File: config.mk
export PLATFORM = sky130hd
export DESIGN_NAME = vga_rom_scanner
export DESIGN_NICKNAME = d
export VERILOG_FILES = /design/src/rtl/vga_pkg.sv /design/src/rtl/vga_timing_gen.sv /design/src/rtl/vga_rom_scanner.sv
export SDC_FILE = /design/constraint.sdc
export NUM_CORES = 1
export LEC_CHECK = 0
export ABC_CLOCK_PERIOD_IN_PS = 2700
export CAP_MARGIN = 20
export CORE_ASPECT_RATIO = 0.9
export CORE_MARGIN = 10
export CORE_UTILIZATION = 50
export CTS_BUF_LIST = sky130_fd_sc_hd__clkbuf_8
export CTS_CLUSTER_SIZE = 30
export DETAILED_ROUTE_END_ITERATION = 8
export PLACE_DENSITY = 0.7
export SLEW_MARGIN = 5
export SYNTH_ARGS = -nofsm -noshare
export SYNTH_HDL_FRONTEND = slang
export SYNTH_HIERARCHICAL = 1
export SYNTH_SLANG_ARGS = --single-unit
File: constraint.sdc
create_clock -name clk -period 2.7 [get_ports clk]
set_input_delay 0.54 -clock clk [delete_from_list [all_inputs] [get_ports clk]]
set_output_delay 0.54 -clock clk [all_outputs]
set_load 0.005 [all_outputs]
File: src/rtl/vga_pkg.sv
// -----------------------------------------------------------------------------
// vga_pkg
// Shared definitions for the VGA ROM scanner:
//   - default 640x480@60 timing constants (totals, sync start/end, active size)
//   - scan-controller state type {IDLE, RUN, DRAIN}
//   - ROM_LAT: read latency of the pixel ROM in clocks
//   - CNT_W: width of the h/v position counters
// -----------------------------------------------------------------------------
package vga_pkg;

   localparam int H_ACT    = 640;
   localparam int V_ACT    = 480;
   localparam int H_TOTAL  = 800;
   localparam int V_TOTAL  = 525;
   localparam int HS_START = 656;
   localparam int HS_END   = 751;
   localparam int VS_START = 490;
   localparam int VS_END   = 491;

   localparam int ROM_LAT  = 1;

   // Wide enough for any line/frame total up to 4095.
   localparam int CNT_W    = 12;

   typedef enum logic [1:0] {
      IDLE  = 2'd0,
      RUN   = 2'd1,
      DRAIN = 2'd2
   } state_t;

   // Inclusive range test used for the sync pulses.
   function automatic logic in_range(input logic [CNT_W-1:0] val,
                                     input logic [CNT_W-1:0] lo,
                                     input logic [CNT_W-1:0] hi);
      return (val >= lo) && (val <= hi);
   endfunction

endpackage

File: src/rtl/vga_timing_gen.sv
// -----------------------------------------------------------------------------
// vga_timing_gen
// Pixel-tick divider plus horizontal/vertical position counters.
// Counters only run while i_run is high; otherwise they are held at zero so a
// new scan always starts at pixel (0,0) with a fresh divider phase.
//
// Ports:
//   clk, rst    system clock, asynchronous active-high reset
//   i_run       scan controller is in RUN or DRAIN
//   o_tick      last system clock of the current pixel
//   o_last      tick of the final pixel of the frame (H_TOT-1, V_TOT-1)
//   o_h_cnt     current column
//   o_v_cnt     current line
//   o_hs_raw    undelayed hsync (active-low)
//   o_vs_raw    undelayed vsync (active-low)
//   o_act_raw   undelayed display-enable
// -----------------------------------------------------------------------------
module vga_timing_gen
   import vga_pkg::*;
#(
   parameter int CLK_DIV = 4,
   parameter int H_TOT   = H_TOTAL,
   parameter int V_TOT   = V_TOTAL,
   parameter int H_ACTV  = H_ACT,
   parameter int V_ACTV  = V_ACT,
   parameter int HS_S    = HS_START,
   parameter int HS_E    = HS_END,
   parameter int VS_S    = VS_START,
   parameter int VS_E    = VS_END
)(
   input  logic             clk,
   input  logic             rst,
   input  logic             i_run,
   output logic             o_tick,
   output logic             o_last,
   output logic [CNT_W-1:0] o_h_cnt,
   output logic [CNT_W-1:0] o_v_cnt,
   output logic             o_hs_raw,
   output logic             o_vs_raw,
   output logic             o_act_raw
);

   localparam int                DIV_W    = (CLK_DIV > 1) ? $clog2(CLK_DIV) : 1;
   localparam logic [DIV_W-1:0]  DIV_LAST = DIV_W'(CLK_DIV - 1);
   localparam logic [CNT_W-1:0]  H_LAST   = CNT_W'(H_TOT - 1);
   localparam logic [CNT_W-1:0]  V_LAST   = CNT_W'(V_TOT - 1);
   localparam logic [CNT_W-1:0]  H_ACT_C  = CNT_W'(H_ACTV);
   localparam logic [CNT_W-1:0]  V_ACT_C  = CNT_W'(V_ACTV);
   localparam logic [CNT_W-1:0]  HS_LO    = CNT_W'(HS_S);
   localparam logic [CNT_W-1:0]  HS_HI    = CNT_W'(HS_E);
   localparam logic [CNT_W-1:0]  VS_LO    = CNT_W'(VS_S);
   localparam logic [CNT_W-1:0]  VS_HI    = CNT_W'(VS_E);

   logic [DIV_W-1:0] r_div;
   logic [CNT_W-1:0] r_h;
   logic [CNT_W-1:0] r_v;
   logic             w_tick;
   logic             w_h_wrap;
   logic             w_v_wrap;

   assign w_tick   = i_run && (r_div == DIV_LAST);
   assign w_h_wrap = (r_h == H_LAST);
   assign w_v_wrap = (r_v == V_LAST);

   always_ff @(posedge clk or posedge rst) begin
      if (rst) begin
         r_div <= '0;
         r_h   <= '0;
         r_v   <= '0;
      end else if (!i_run) begin
         r_div <= '0;
         r_h   <= '0;
         r_v   <= '0;
      end else if (w_tick) begin
         r_div <= '0;
         if (w_h_wrap) begin
            r_h <= '0;
            r_v <= w_v_wrap ? '0 : r_v + 1'b1;
         end else begin
            r_h <= r_h + 1'b1;
         end
      end else begin
         r_div <= r_div + 1'b1;
      end
   end

   assign o_tick    = w_tick;
   assign o_last    = w_tick && w_h_wrap && w_v_wrap;
   assign o_h_cnt   = r_h;
   assign o_v_cnt   = r_v;
   assign o_hs_raw  = !in_range(r_h, HS_LO, HS_HI);
   assign o_vs_raw  = !in_range(r_v, VS_LO, VS_HI);
   // Counters sit at (0,0) while idle, which is inside the active area, so
   // display-enable has to be qualified with i_run.
   assign o_act_raw = i_run && (r_h < H_ACT_C) && (r_v < V_ACT_C);

endmodule

File: src/rtl/vga_rom_scanner.sv
// -----------------------------------------------------------------------------
// vga_rom_scanner
// Sequencing controller for a pixel ROM driving a VGA output. Generates VGA
// timing, reads a centred IMG_W x IMG_H image window from the ROM with a
// linear address, and delays the sync/enable signals so they arrive together
// with the ROM's registered colour output.
//
// Optional feature (macro VGA_SCROLL_EN): adds x_off/y_off inputs that move
// the window; they are captured once per frame at frame start and clamped so
// the window stays inside the active area.
//
// Ports:
//   clk          system clock
//   rst          asynchronous active-high reset
//   enable       run scan-out while high (frame always completes)
//   x_off/y_off  window origin (VGA_SCROLL_EN only)
//   rd_ena       ROM read enable, high only inside the image window
//   addr         ROM address
//   hsync/vsync  active-low syncs, aligned with ROM colour
//   de           display enable, aligned with ROM colour
//   frame_start  one-clock pulse per frame, aligned with ROM colour
//   busy         high in RUN and DRAIN
// -----------------------------------------------------------------------------
module vga_rom_scanner
   import vga_pkg::*;
#(
   parameter int DEPTH    = 16,
   parameter int CLK_DIV  = 4,
   parameter int H_ACTIVE = 640,
   parameter int H_FP     = 16,
   parameter int H_SYNC   = 96,
   parameter int H_BP     = 48,
   parameter int V_ACTIVE = 480,
   parameter int V_FP     = 10,
   parameter int V_SYNC   = 2,
   parameter int V_BP     = 33,
   parameter int IMG_W    = 256,
   parameter int IMG_H    = 256,
   parameter int X0       = 192,
   parameter int Y0       = 112
)(
   input  logic             clk,
   input  logic             rst,
   input  logic             enable,
`ifdef VGA_SCROLL_EN
   input  logic [9:0]       x_off,
   input  logic [9:0]       y_off,
`endif
   output logic             rd_ena,
   output logic [DEPTH-1:0] addr,
   output logic             hsync,
   output logic             vsync,
   output logic             de,
   output logic             frame_start,
   output logic             busy
);

   localparam int L_H_TOT = H_ACTIVE + H_FP + H_SYNC + H_BP;
   localparam int L_V_TOT = V_ACTIVE + V_FP + V_SYNC + V_BP;
   localparam int L_HS_S  = H_ACTIVE + H_FP;
   localparam int L_VS_S  = V_ACTIVE + V_FP;

   localparam logic [CNT_W-1:0] IMG_W_C = CNT_W'(IMG_W);
   localparam logic [CNT_W-1:0] IMG_H_C = CNT_W'(IMG_H);

   state_t           r_state;
   state_t           w_state_next;
   logic             w_run;
   logic             w_tick;
   logic             w_last;
   logic [CNT_W-1:0] w_h;
   logic [CNT_W-1:0] w_v;
   logic             w_hs_raw;
   logic             w_vs_raw;
   logic             w_act_raw;
   logic             w_fs_raw;
   logic [CNT_W-1:0] w_x0;
   logic [CNT_W-1:0] w_y0;
   logic             w_in_win;
   logic [DEPTH-1:0] r_acnt;
   logic             r_rd_ena;
   logic [DEPTH-1:0] r_addr;
   logic [ROM_LAT:0] r_hs_pipe;
   logic [ROM_LAT:0] r_vs_pipe;
   logic [ROM_LAT:0] r_de_pipe;
   logic [ROM_LAT:0] r_fs_pipe;

   vga_timing_gen #(
      .CLK_DIV (CLK_DIV),
      .H_TOT   (L_H_TOT),
      .V_TOT   (L_V_TOT),
      .H_ACTV  (H_ACTIVE),
      .V_ACTV  (V_ACTIVE),
      .HS_S    (L_HS_S),
      .HS_E    (L_HS_S + H_SYNC - 1),
      .VS_S    (L_VS_S),
      .VS_E    (L_VS_S + V_SYNC - 1)
   ) u_timing (
      .clk       (clk),
      .rst       (rst),
      .i_run     (w_run),
      .o_tick    (w_tick),
      .o_last    (w_last),
      .o_h_cnt   (w_h),
      .o_v_cnt   (w_v),
      .o_hs_raw  (w_hs_raw),
      .o_vs_raw  (w_vs_raw),
      .o_act_raw (w_act_raw)
   );

   // ---------------- scan controller ----------------
   always_ff @(posedge clk or posedge rst) begin
      if (rst) r_state <= IDLE;
      else     r_state <= w_state_next;
   end

   always_comb begin
      w_state_next = r_state;
      case (r_state)
         IDLE:    if (enable) w_state_next = RUN;
         RUN:     if (!enable) w_state_next = DRAIN;
         // Re-enable during drain resumes without touching the counters.
         DRAIN:   if (enable) w_state_next = RUN;
                  else if (w_last) w_state_next = IDLE;
         default: w_state_next = IDLE;
      endcase
   end

   assign w_run    = (r_state != IDLE);
   assign busy     = w_run;
   assign w_fs_raw = w_tick && (w_h == '0) && (w_v == '0);

   // ---------------- window origin ----------------
`ifdef VGA_SCROLL_EN
   localparam logic [CNT_W-1:0] X_MAX = CNT_W'(H_ACTIVE - IMG_W);
   localparam logic [CNT_W-1:0] Y_MAX = CNT_W'(V_ACTIVE - IMG_H);

   function automatic logic [CNT_W-1:0] clamp_off(input logic [9:0]       off,
                                                  input logic [CNT_W-1:0] lim);
      logic [CNT_W-1:0] v;
      v = CNT_W'(off);
      return (v > lim) ? lim : v;
   endfunction

   logic [CNT_W-1:0] r_x0;
   logic [CNT_W-1:0] r_y0;

   // Captured only at the frame-start tick so a frame never tears.
   always_ff @(posedge clk or posedge rst) begin
      if (rst) begin
         r_x0 <= CNT_W'(X0);
         r_y0 <= CNT_W'(Y0);
      end else if (w_fs_raw) begin
         r_x0 <= clamp_off(x_off, X_MAX);
         r_y0 <= clamp_off(y_off, Y_MAX);
      end
   end

   assign w_x0 = r_x0;
   assign w_y0 = r_y0;
`else
   assign w_x0 = CNT_W'(X0);
   assign w_y0 = CNT_W'(Y0);
`endif

   assign w_in_win = w_run
                     && (w_h >= w_x0) && (w_h < w_x0 + IMG_W_C)
                     && (w_v >= w_y0) && (w_v < w_y0 + IMG_H_C);

   // Raster order makes the window address a plain running count.
   always_ff @(posedge clk or posedge rst) begin
      if (rst) begin
         r_acnt <= '0;
      end else if (!w_run) begin
         r_acnt <= '0;
      end else if (w_tick) begin
         if (w_last)        r_acnt <= '0;
         else if (w_in_win) r_acnt <= r_acnt + 1'b1;
      end
   end

   // ---------------- ROM request stage ----------------
   always_ff @(posedge clk or posedge rst) begin
      if (rst) begin
         r_rd_ena <= 1'b0;
         r_addr   <= '0;
      end else begin
         r_rd_ena <= w_in_win;
         r_addr   <= r_acnt;
      end
   end

   assign rd_ena = r_rd_ena;
   assign addr   = r_addr;

   // ---------------- sync delay: request stage + ROM latency ----------------
   always_ff @(posedge clk or posedge rst) begin
      if (rst) begin
         r_hs_pipe <= '1;
         r_vs_pipe <= '1;
         r_de_pipe <= '0;
         r_fs_pipe <= '0;
      end else begin
         r_hs_pipe <= {r_hs_pipe[ROM_LAT-1:0], w_hs_raw};
         r_vs_pipe <= {r_vs_pipe[ROM_LAT-1:0], w_vs_raw};
         r_de_pipe <= {r_de_pipe[ROM_LAT-1:0], w_act_raw};
         r_fs_pipe <= {r_fs_pipe[ROM_LAT-1:0], w_fs_raw};
      end
   end

   assign hsync       = r_hs_pipe[ROM_LAT];
   assign vsync       = r_vs_pipe[ROM_LAT];
   assign de          = r_de_pipe[ROM_LAT];
   assign frame_start = r_fs_pipe[ROM_LAT];

endmodule
# After elaboration in Yosys (flattened, before gate mapping)
# Index checks and enable logic that the tools add are counted.
# op_classes
n_shift	0
mux	18
n_lt_le_gt_ge	10
n_mul	0
add_sub_neg	4
n_eq_ne	11
n_reduce_logical	22
n_div	0
n_bitwise	0
# ops
cell	count
12-bit 2-to-1 mux	7
16-bit 2-to-1 mux	4
12-bit by 9-bit < comparator with 1-bit output, second input constant	3
12-bit by 1-bit adder with 12-bit output, second input constant	2
12-bit by 10-bit equality test with 1-bit output, second input constant	2
12-bit logical NOT	2
16-bit by 1-bit adder with 16-bit output, second input constant	1
1-bit logical AND	13
12-bit by 10-bit >= comparator with 1-bit output, second input constant	1
12-bit by 7-bit >= comparator with 1-bit output, second input constant	1
12-bit by 8-bit >= comparator with 1-bit output, second input constant	1
12-bit by 9-bit >= comparator with 1-bit output, second input constant	1
12-bit by 10-bit less-or-equal comparator with 1-bit output, second input constant	1
12-bit by 9-bit less-or-equal comparator with 1-bit output, second input constant	1
12-bit by 10-bit < comparator with 1-bit output, second input constant	1
2-bit 2-to-1 mux	6
2-bit != test, second input constant	4
2-bit case mux with 3 select lines	1
2-bit equality test, second input constant	2
2-bit AND reduction	2
3-bit by 2-bit != test with 1-bit output, second input constant	1
3-bit != test, second input constant	1
3-bit AND reduction	1
2-bit by 1-bit adder with 2-bit output, second input constant	1
other kinds (4)	5
# totals
regBits	69
n_memories	0
latchBits	0
output_inout_bits	22
elab_cells	76
rom_bits	0
mem_bits_rw	0
input_bits	3

# Depth between registers and ports, before layout
# Gate-level depths: netlist of run 1.
# logic_depth
ltp_word	9
depth_mapped	10
mapped_depth_nobuf	8

# Cells and area by module
# Netlist of run 1, hierarchy kept.
# by_module_without_submodules
module	area_per_inst_um2	instances	seq_area_each_um2	cells_per_inst
vga_rom_scanner	1697.9	1	1081.0	147
vga_timing_gen	1580.3	1	650.6	177

# Worst setup path after synthesis of run 1
# OpenSTA, ideal clock, no wires.
# synth_timing
kind	reg-to-reg
startpoint	reg u_timing.r_v[0], in the netlist u_timing/o_v_cnt[0]
endpoint	reg r_acnt[0]
n_path_buf	1
path_stages_with_launch	10
setup_slack_ps	359
t_arrival_ps	2210
synth_period_minus_slack_ps	2341
cell_sequence	dfrtp_1 -> inv_1 -> ha_1 -> nor4b_1 -> nand3_1 -> nor4_1 -> nand2_1 -> nand2_1 -> clkbuf_1 -> nor2_1
# synth_via
elab_chain_len	5
elab_cells_between_ends	11
# synth_lines
item	line	source
start: declaration	vga_timing_gen.sv:56	logic [CNT_W-1:0] r_v;
start signal: assignment	vga_timing_gen.sv:78	r_v <= w_v_wrap ? '0 : r_v + 1'b1;
12-bit by 10-bit equality test with 1-bit output (*)	vga_timing_gen.sv:63	assign w_v_wrap = (r_v == V_LAST);
1-bit logical AND (*)	vga_timing_gen.sv:88	assign o_last = w_tick && w_h_wrap && w_v_wrap;
net w_last	vga_rom_scanner.sv:70	logic w_last;
16-bit 2-to-1 mux	vga_rom_scanner.sv:177	if (w_last) r_acnt <= '0;
16-bit 2-to-1 mux	vga_rom_scanner.sv:176	end else if (w_tick) begin
16-bit 2-to-1 mux	vga_rom_scanner.sv:174	end else if (!w_run) begin
end signal: assignment	vga_rom_scanner.sv:178	else if (w_in_win) r_acnt <= r_acnt + 1'b1;
end: declaration	vga_rom_scanner.sv:80	logic [DEPTH-1:0] r_acnt;
# The timed path passes the listed nets; every way through them passes the cells marked *. The select of a mux whose other input is x is not followed.
# A chain may end at the register's enable or synchronous reset.

# Worst setup path in the final report of run 1
# layout_timing
startpoint	reg u_timing.r_v[0], in the netlist u_timing/o_v_cnt[0]
endpoint	reg r_acnt[13]
# The elaborated chain is that of the path after synthesis.

==> results of run 1 <==
-- cell families (layout without fill, tap and decap cells) --
kind of cell	Yosys count	after routing	synth area share [%]
AOI/OAI and AO/OA	71	71	13.32
xor gates and xnor gates	10	10	2.672
adders and majority gates	7	7	2.672
buffers and inverters	24	65	3.168
DFF	69	69	52.82
muxes	1	1	0.3054
and+or+nand+nor	142	142	25.04
-- power groups by stage --
stage	Sequential [mW]	Combinational, mW	Clock, mW
after CTS	1.08	0.164	0.770
final	1.08	0.162	0.743
after detailed placement	1.10	0.163	0
after global placement	1.10	0.159	0
after floorplan	1.09	0.108	0
after global routing	1.08	0.188	0.813
-- registers in the layout, summed over array words and instances (netlist names) --
name and flops:
u_timing/o_v_cnt 12, u_timing/o_h_cnt 12, r_de_pipe 2, r_hs_pipe 2
r_fs_pipe 2, r_state 2, addr 16, u_timing/r_div 2
r_acnt 16, rd_ena 1, r_vs_pipe 2
-- stage by stage --
| stage | instance area (µm²) | total power, mW | std cells | util [%] | worst slack [ns] |
|---|---|---|---|---|---|
| final | 3837 | 1.981 | 452 | 61.40 | 0.3302 |
| after CTS | 3837 | 2.009 | 452 | 61.40 | 0.3200 |
| after global routing | 3837 | 2.083 | 452 | 61.40 | 0.1470 |
| after floorplan | 3278 | 1.201 | 324 | - | 0.3585 |
| after global placement | 3662 | 1.255 | 436 | 58.60 | 0.4117 |
| after detailed placement | 3662 | 1.259 | 436 | 58.60 | 0.3376 |
-- layer usage --
layer	part of all wire, %	GRT usage, %	vias up
li1	-	-	1277
met1	48	20.54	1269
met2	43	20.40	103
met3	7.6	5.162	12
met4	0.95	3.878	0
met5	0	0	-
-- cells in the mapped netlist, types with 2 or more instances --
library cell,n
a21oi_1,28
a31oi_1,5
a41oi_1,2
and2_1,3
and3_1,6
and4_1,2
and4b_1,2
buf_2,4
clkbuf_1,5
dfrtp_1,65
dfstp_2,4
ha_1,7
inv_1,13
nand2_1,23
nand2b_1,3
nand3_1,16
nand3b_1,2
nand4_1,17
nor2_1,17
nor2b_1,4
nor3_1,5
nor4_1,9
o21ai_0,21
o31ai_1,6
or2_2,2
or3_1,15
or3b_2,2
or4_1,9
xnor2_1,5
xor2_1,5
-- area by class of cell --
class / instances / share of cell area [%]
clock inverters: 7 / 1.337
repair buffers: 36 / 8.608
clock buffers: 9 / 3.228
multi-input cells: 231 / 37.59
flip-flops and latches: 69 / 45.13
inverters: 13 / 1.272
well taps: 87 / 2.837
-- final timing paths --
kind	endpoint	slack (ns)	cells past startpoint
hold reg to reg	r_de_pipe[1]$_DFF_PP0_	0.35	0
setup / recovery	r_acnt[13]$_DFFE_PP0P_	0.33	9
hold / removal	r_de_pipe[1]$_DFF_PP0_	0.35	0
min in group asynchronous	r_acnt[15]$_DFFE_PP0P_	0.55	2
setup reg to reg	r_acnt[13]$_DFFE_PP0P_	0.33	9
max in group asynchronous	r_acnt[3]$_DFFE_PP0P_	1.57	3
-- critical path: stages, from the launching register on --
cell and delay (ns):
dfrtp_1 0.38, inv_1 0.08, ha_1 0.16, nor4b_1 0.39, nand3_1 0.25, nor4_1 0.43, nand2_1 0.10, nand2_1 0.19
buf_4 0.21, a21oi_1 0.05
==> impl_metrics.toml, run 1 <==
[status]
status = "finished, final reports clean"

[cts]
clk_latency_ns = 0.35
cts.path.max_buffers = 2
htreeDepth = 3
cts_setup_buffers = 0
cts.sinks = 69
cts.repair.resized = 0
holdBufCountCts = 0
clockRootBuffer = "clkbuf_8"
cts_tree = "yes"
numCtsBuffers = 9
clk_pin_slew_worst_paths_ns = 0.08

[finish]
diodes = 0
drive_gt1_share_pct = 11.51
layout.nets = 370
num-fill-cells = 540
regArea_mm2 = 0.001732
layout_commonest_cell = "dfrtp_1"
final_cell_mix = "dfrtp_1 (65), a21oi_1 (28), clkdlybuf4s50_1 (24)"
syn2layout_area_growth_pct = 17.06
multi_input_area_mm2 = 0.001443

[pwr]
switchingPower_mw = 0.5320
p_per_area_mw_per_mm2 = 516.3
combPwrFrac_pct = 8.2
internal_power_mw = 1.449
swShare_pct = 26.85
p_seq_share_pct = 54.3
ir_worst_vdd_mv = 0.4246
p_leak_nw = 1.567
power_frac_clock_pct = 37.5

[route]
drc = 0
postRouteAntennaNets = 0
dr.pass1.iters = 6
vias = 2661
drt_iter0_drc = 197
routedWlPerCell_um = 15.84
wl_um = 7159
routed_via_density = 5.887

[grt]
antenna_found_initial = 0
overflow = 0
grt_start_max_net_pins = 27
grt_usage_pct = 14.54
grt_pass1_wl_um = 12270
grt_pass1_vias = 2452

[placed_design]
dp_hpwl_um = 5093
portBuffers = 24
gp_congestion = 0.9305

[timing]
layout_worst_path_cycle_share_pct = 87.77
slew_headroom_pct = 50.81
fin_hold_ws_ns = 0.3523
finalSetupTns_ns = 0
layout_min_cycle_time_ns = 2.370
timing.fmax_mhz = 422.0
report.final.hold_viol_count = 0
setup-violations-final = 0
finClkSkew_ns = 0.009600
rsz0062_at_grt = "false"
worst_pin_slew_ns = 0.7333
drv_slew = 0

[yosys]
synth.area.top_cells = "dfrtp_1 (50%), a21oi_1 (4.3%), nand4_1 (3.2%), dfstp_2 (3.2%), o21ai_0 (3.2%)"
ys_seq_area_share_pct = 52.82
synth-async-reset-ratio_pct = 100.0
synth_nets = 334
synth_edf_count = 0
netlist_instances = 324
yosysWarnings = 6
netlist.area_leader.share_pct = 49.62
synth_area_mm2 = 0.003278
yosysTopAreaCell = "dfrtp_1"
syn_area_per_cell_um2 = 10.12
synth_top_flop_cell = "dfrtp_1"
synthDistinctLibCells = 47
ys_seq_elements = 69

[setup_path]
crit_start = "u_timing/o_v_cnt[0]$_DFFE_PP0P_"
critPathKind = "flop to flop"
cp.arrival_ns = 2.61
worstPathRequired_ns = 2.94
path_max_fanout = 9
timing.rr.start = "u_timing/o_v_cnt[0]$_DFFE_PP0P_"
crit_path_end_kind = "flop"
cp-start-kind = "flop"

[flow_run]
maxCapViolations = 0

[floorplan]
die_w_um = 105.4
ios = 25
start_util_pct = 52.45
die_h_um = 96.82
row_count = 27
core_mm2 = 0.006250
die_area_mm2 = 0.01020

[hold_path]
hold_path.class = "flop to flop"
hp-start = "r_de_pipe[0]$_DFF_PP0_"
No activity file was read; power rests on OpenSTA's default activity.
==> run 2: changes to the inputs <==
Settings changed: CORE_ASPECT_RATIO 0.9 to 1.25, SYNTH_HIERARCHICAL 1 to not set.
==> run 2 against run 1 <==
  * Non-clock buffer count shrank 7
  * Flip-flop and latch count is the same
  * Highest routed layer unchanged
  * Utilization shrank 2.0 points
  * Clock skew down 0.00081 ns
  * Register-to-register slack improved by 0.06 ns
  * Worst hold slack got worse by 0.0044 ns
  * Fmax fell by 5.8%
==> impl_metrics.toml, run 2 <==
[route]
met1Wirelength_um = 2631
met3WireLength_um = 318
vias = 2359
postRouteAntennaNets = 0
dr.pass1.iters = 4
dr_wl_met2_um = 3202
wl_um = 6282
top_layer_used = "met4"
drc = 0
routed_via_density = 5.590
routedWlPerCell_um = 14.89
drt_iter0_drc = 74

[placed_design]
dp.cells = 406
placed_area_mm2 = 0.003468
dp_hpwl_um = 4632
gp_congestion = 0.8184
portBuffers = 24

[yosys]
synthAdderAreaFrac_pct = 2.388
synth.area.mux_share_pct = 0.3183
synth_nets = 311
ys_seq_area_share_pct = 55.07
yosysTopAreaCell = "dfrtp_1"
synthXorXnorAreaFrac_pct = 2.507
synth_edf_count = 0
synth_top_flop_cell = "dfrtp_1"
synthDistinctLibCells = 49
synth_top_family_by_area = "simple AND/OR/NAND/NOR gates"
ys_seq_elements = 69
yosysMostFrequentCell = "dfrtp_1"
synth_common_cells = "dfrtp_1 (65), nand2_1 (27), nor2_1 (20)"
syn_area_per_cell_um2 = 10.41
netlist.area_leader.share_pct = 51.73
synth_area_mm2 = 0.003144
synth.area.top_cells = "dfrtp_1 (52%), dfstp_2 (3.3%), o31ai_1 (3.3%), nand2_1 (3.2%), o211ai_1 (3.1%)"
yosysWarnings = 0
synth-compound-area-share_pct = 14.37
netlist_instances = 302
yosys.area_share.simple_pct = 21.61
synth-async-reset-ratio_pct = 100.0

[setup_path]
path_max_fanout = 8
cp.arrival_ns = 1.97
crit_path_end_kind = "output pin"
critPathKind = "flop to output pin"
worstPathRequired_ns = 2.16
cp-start-kind = "flop"

[floorplan]
die_area_mm2 = 0.009880
start_util_pct = 51.33
core_mm2 = 0.006126
ios = 25
die_w_um = 90.93
row_count = 32
die_h_um = 108.7

[grt]
grt_start_max_net_pins = 28
grt_usage_pct = 13.75
grt_pass1_vias = 2387
antenna_found_initial = 0
overflow = 0
grt_pass1_wl_um = 11120

[finish]
diodes = 0
final_cell_mix = "dfrtp_1 (65), nand2_1 (27), clkdlybuf4s50_1 (24)"
final_area_mm2 = 0.003638
syn2layout_area_growth_pct = 15.72
layout_commonest_cell = "dfrtp_1"
drive_gt1_share_pct = 10.09
final_cells = 422
final_core_util_pct = 59.40
layout.nets = 341

[timing]
rsz0062_at_grt = "false"
finClkSkew_ns = 0.008791
slew_headroom_pct = 44.45
layout_min_cycle_time_ns = 2.515
drv_slew = 0
finalSetupTns_ns = 0
timing.fmax_mhz = 397.6
layout_worst_path_cycle_share_pct = 93.15
worst_pin_slew_ns = 0.8268
setup-violations-final = 0
report.final.hold_viol_count = 0

[cts]
clockRootBuffer = "clkbuf_8"
clk_pin_slew_worst_paths_ns = 0.07
htreeDepth = 3
cts_tree = "yes"
cts.path.max_buffers = 2
cts.sinks = 69
clk_latency_ns = 0.35
numCtsBuffers = 9
cts_setup_buffers = 0
cts.repair.resized = 0
holdBufCountCts = 0

[hold_path]
hold_path.class = "flop to flop"

[pwr]
ir_worst_vdd_mv = 0.2668
p_per_area_mw_per_mm2 = 536.8
p_leak_nw = 1.532

[flow_run]
maxCapViolations = 0

[status]
status = "finished, final reports clean"
-- run 2: cell count changes after synthesis, sizes merged, moves of 5 or more --
cell	change
a21oi	-17
o211ai	+13
or4	-9
o31ai	+8
nand4	-8
or3	-5
nor4	-8
nor3	+5
-- run 2: final cells by class --
| class | count | area (µm²) |
|---|---|---|
| clock inverters | 6 | 32.53 |
| multi-input cells | 211 | 1295 |
| fillers | 546 | 2487 |
| inverters | 12 | 45.04 |
| well taps | 85 | 106.4 |
| clock buffers | 10 | 137.6 |
| flip-flops and latches | 69 | 1732 |
| repair buffers | 29 | 290.3 |
-- run 2: metrics by stage --
step           setup WS [ns]  hold WS [ns]  total power [mW]
5_1_grt              0.06841        0.3646             2.035
3_3_place_gp          0.4539        0.3339             1.246
3_5_place_dp          0.4288        0.3358             1.247
4_1_cts               0.1743        0.3515             1.970
6_report              0.1850        0.3479             1.953
2_1_floorplan         0.4268        0.3312             1.199
-- run 2: routing by layer --
| metal | GRT usage, % | vias up |
|---|---|---|
| met2 | 24.18 | 44 |
| met3 | 5.021 | 11 |
| met4 | 5.605 | 0 |
| li1 | - | 1166 |
| met1 | 14.78 | 1138 |
| met5 | 0 | - |
-- run 2: report_power, final --
| part | internal, mW | total, mW | switching [mW] | leakage (nW) |
|---|---|---|---|---|
| logic | 0.0550 | 0.149 | 0.0941 | 0.502 |
| registers | 1.06 | 1.08 | 0.0158 | 0.939 |
| clock network | 0.348 | 0.727 | 0.379 | 0.0907 |
-- run 2: worst max-delay path: stages, from the launching register on --
cell and delay, ns:
dfrtp_1 0.41, nor2_1 0.34, clkinv_1 0.34, clkdlybuf4s50_1 0.54
-- run 2: kinds of logic (layout without fill, tap and decap cells) --
kind of cell | count (synthesis) | count (layout)
adder cells (fa/ha/maj) | 6 | 6
buffers and inverters | 22 | 57
flip-flops | 69 | 69
XOR/XNOR | 9 | 9
multiplexers | 1 | 1
AND/OR/NAND/NOR | 125 | 125
AO/OA/AOI/OAI | 70 | 70
-- run 2: worst paths after layout --
path | start | end | slack (ns) | cells after the start
max | r_state[1]$_DFFE_PP0P_ | busy | 0.19 | 3
min | r_fs_pipe[0]$_DFF_PP0_ | r_fs_pipe[1]$_DFF_PP0_ | 0.35 | 0
max reg2reg | u_timing.o_v_cnt[0]$_DFFE_PP0P_ | u_timing.o_v_cnt[11]$_DFFE_PP0P_ | 0.39 | 7
min reg2reg | r_fs_pipe[0]$_DFF_PP0_ | r_fs_pipe[1]$_DFF_PP0_ | 0.35 | 0
max in group asynchronous | rst | r_acnt[6]$_DFFE_PP0P_ | 1.53 | 3
min in group asynchronous | rst | r_acnt[13]$_DFFE_PP0P_ | 0.53 | 2
==> run 3: changes to the inputs <==
Settings changed: HOLD_SLACK_MARGIN set to 0.08, SLEW_MARGIN 5 to 0, TNS_END_PERCENT set to 30.
==> results of run 3 <==
Final layout, timing and power as in run 2 (identical DEF).
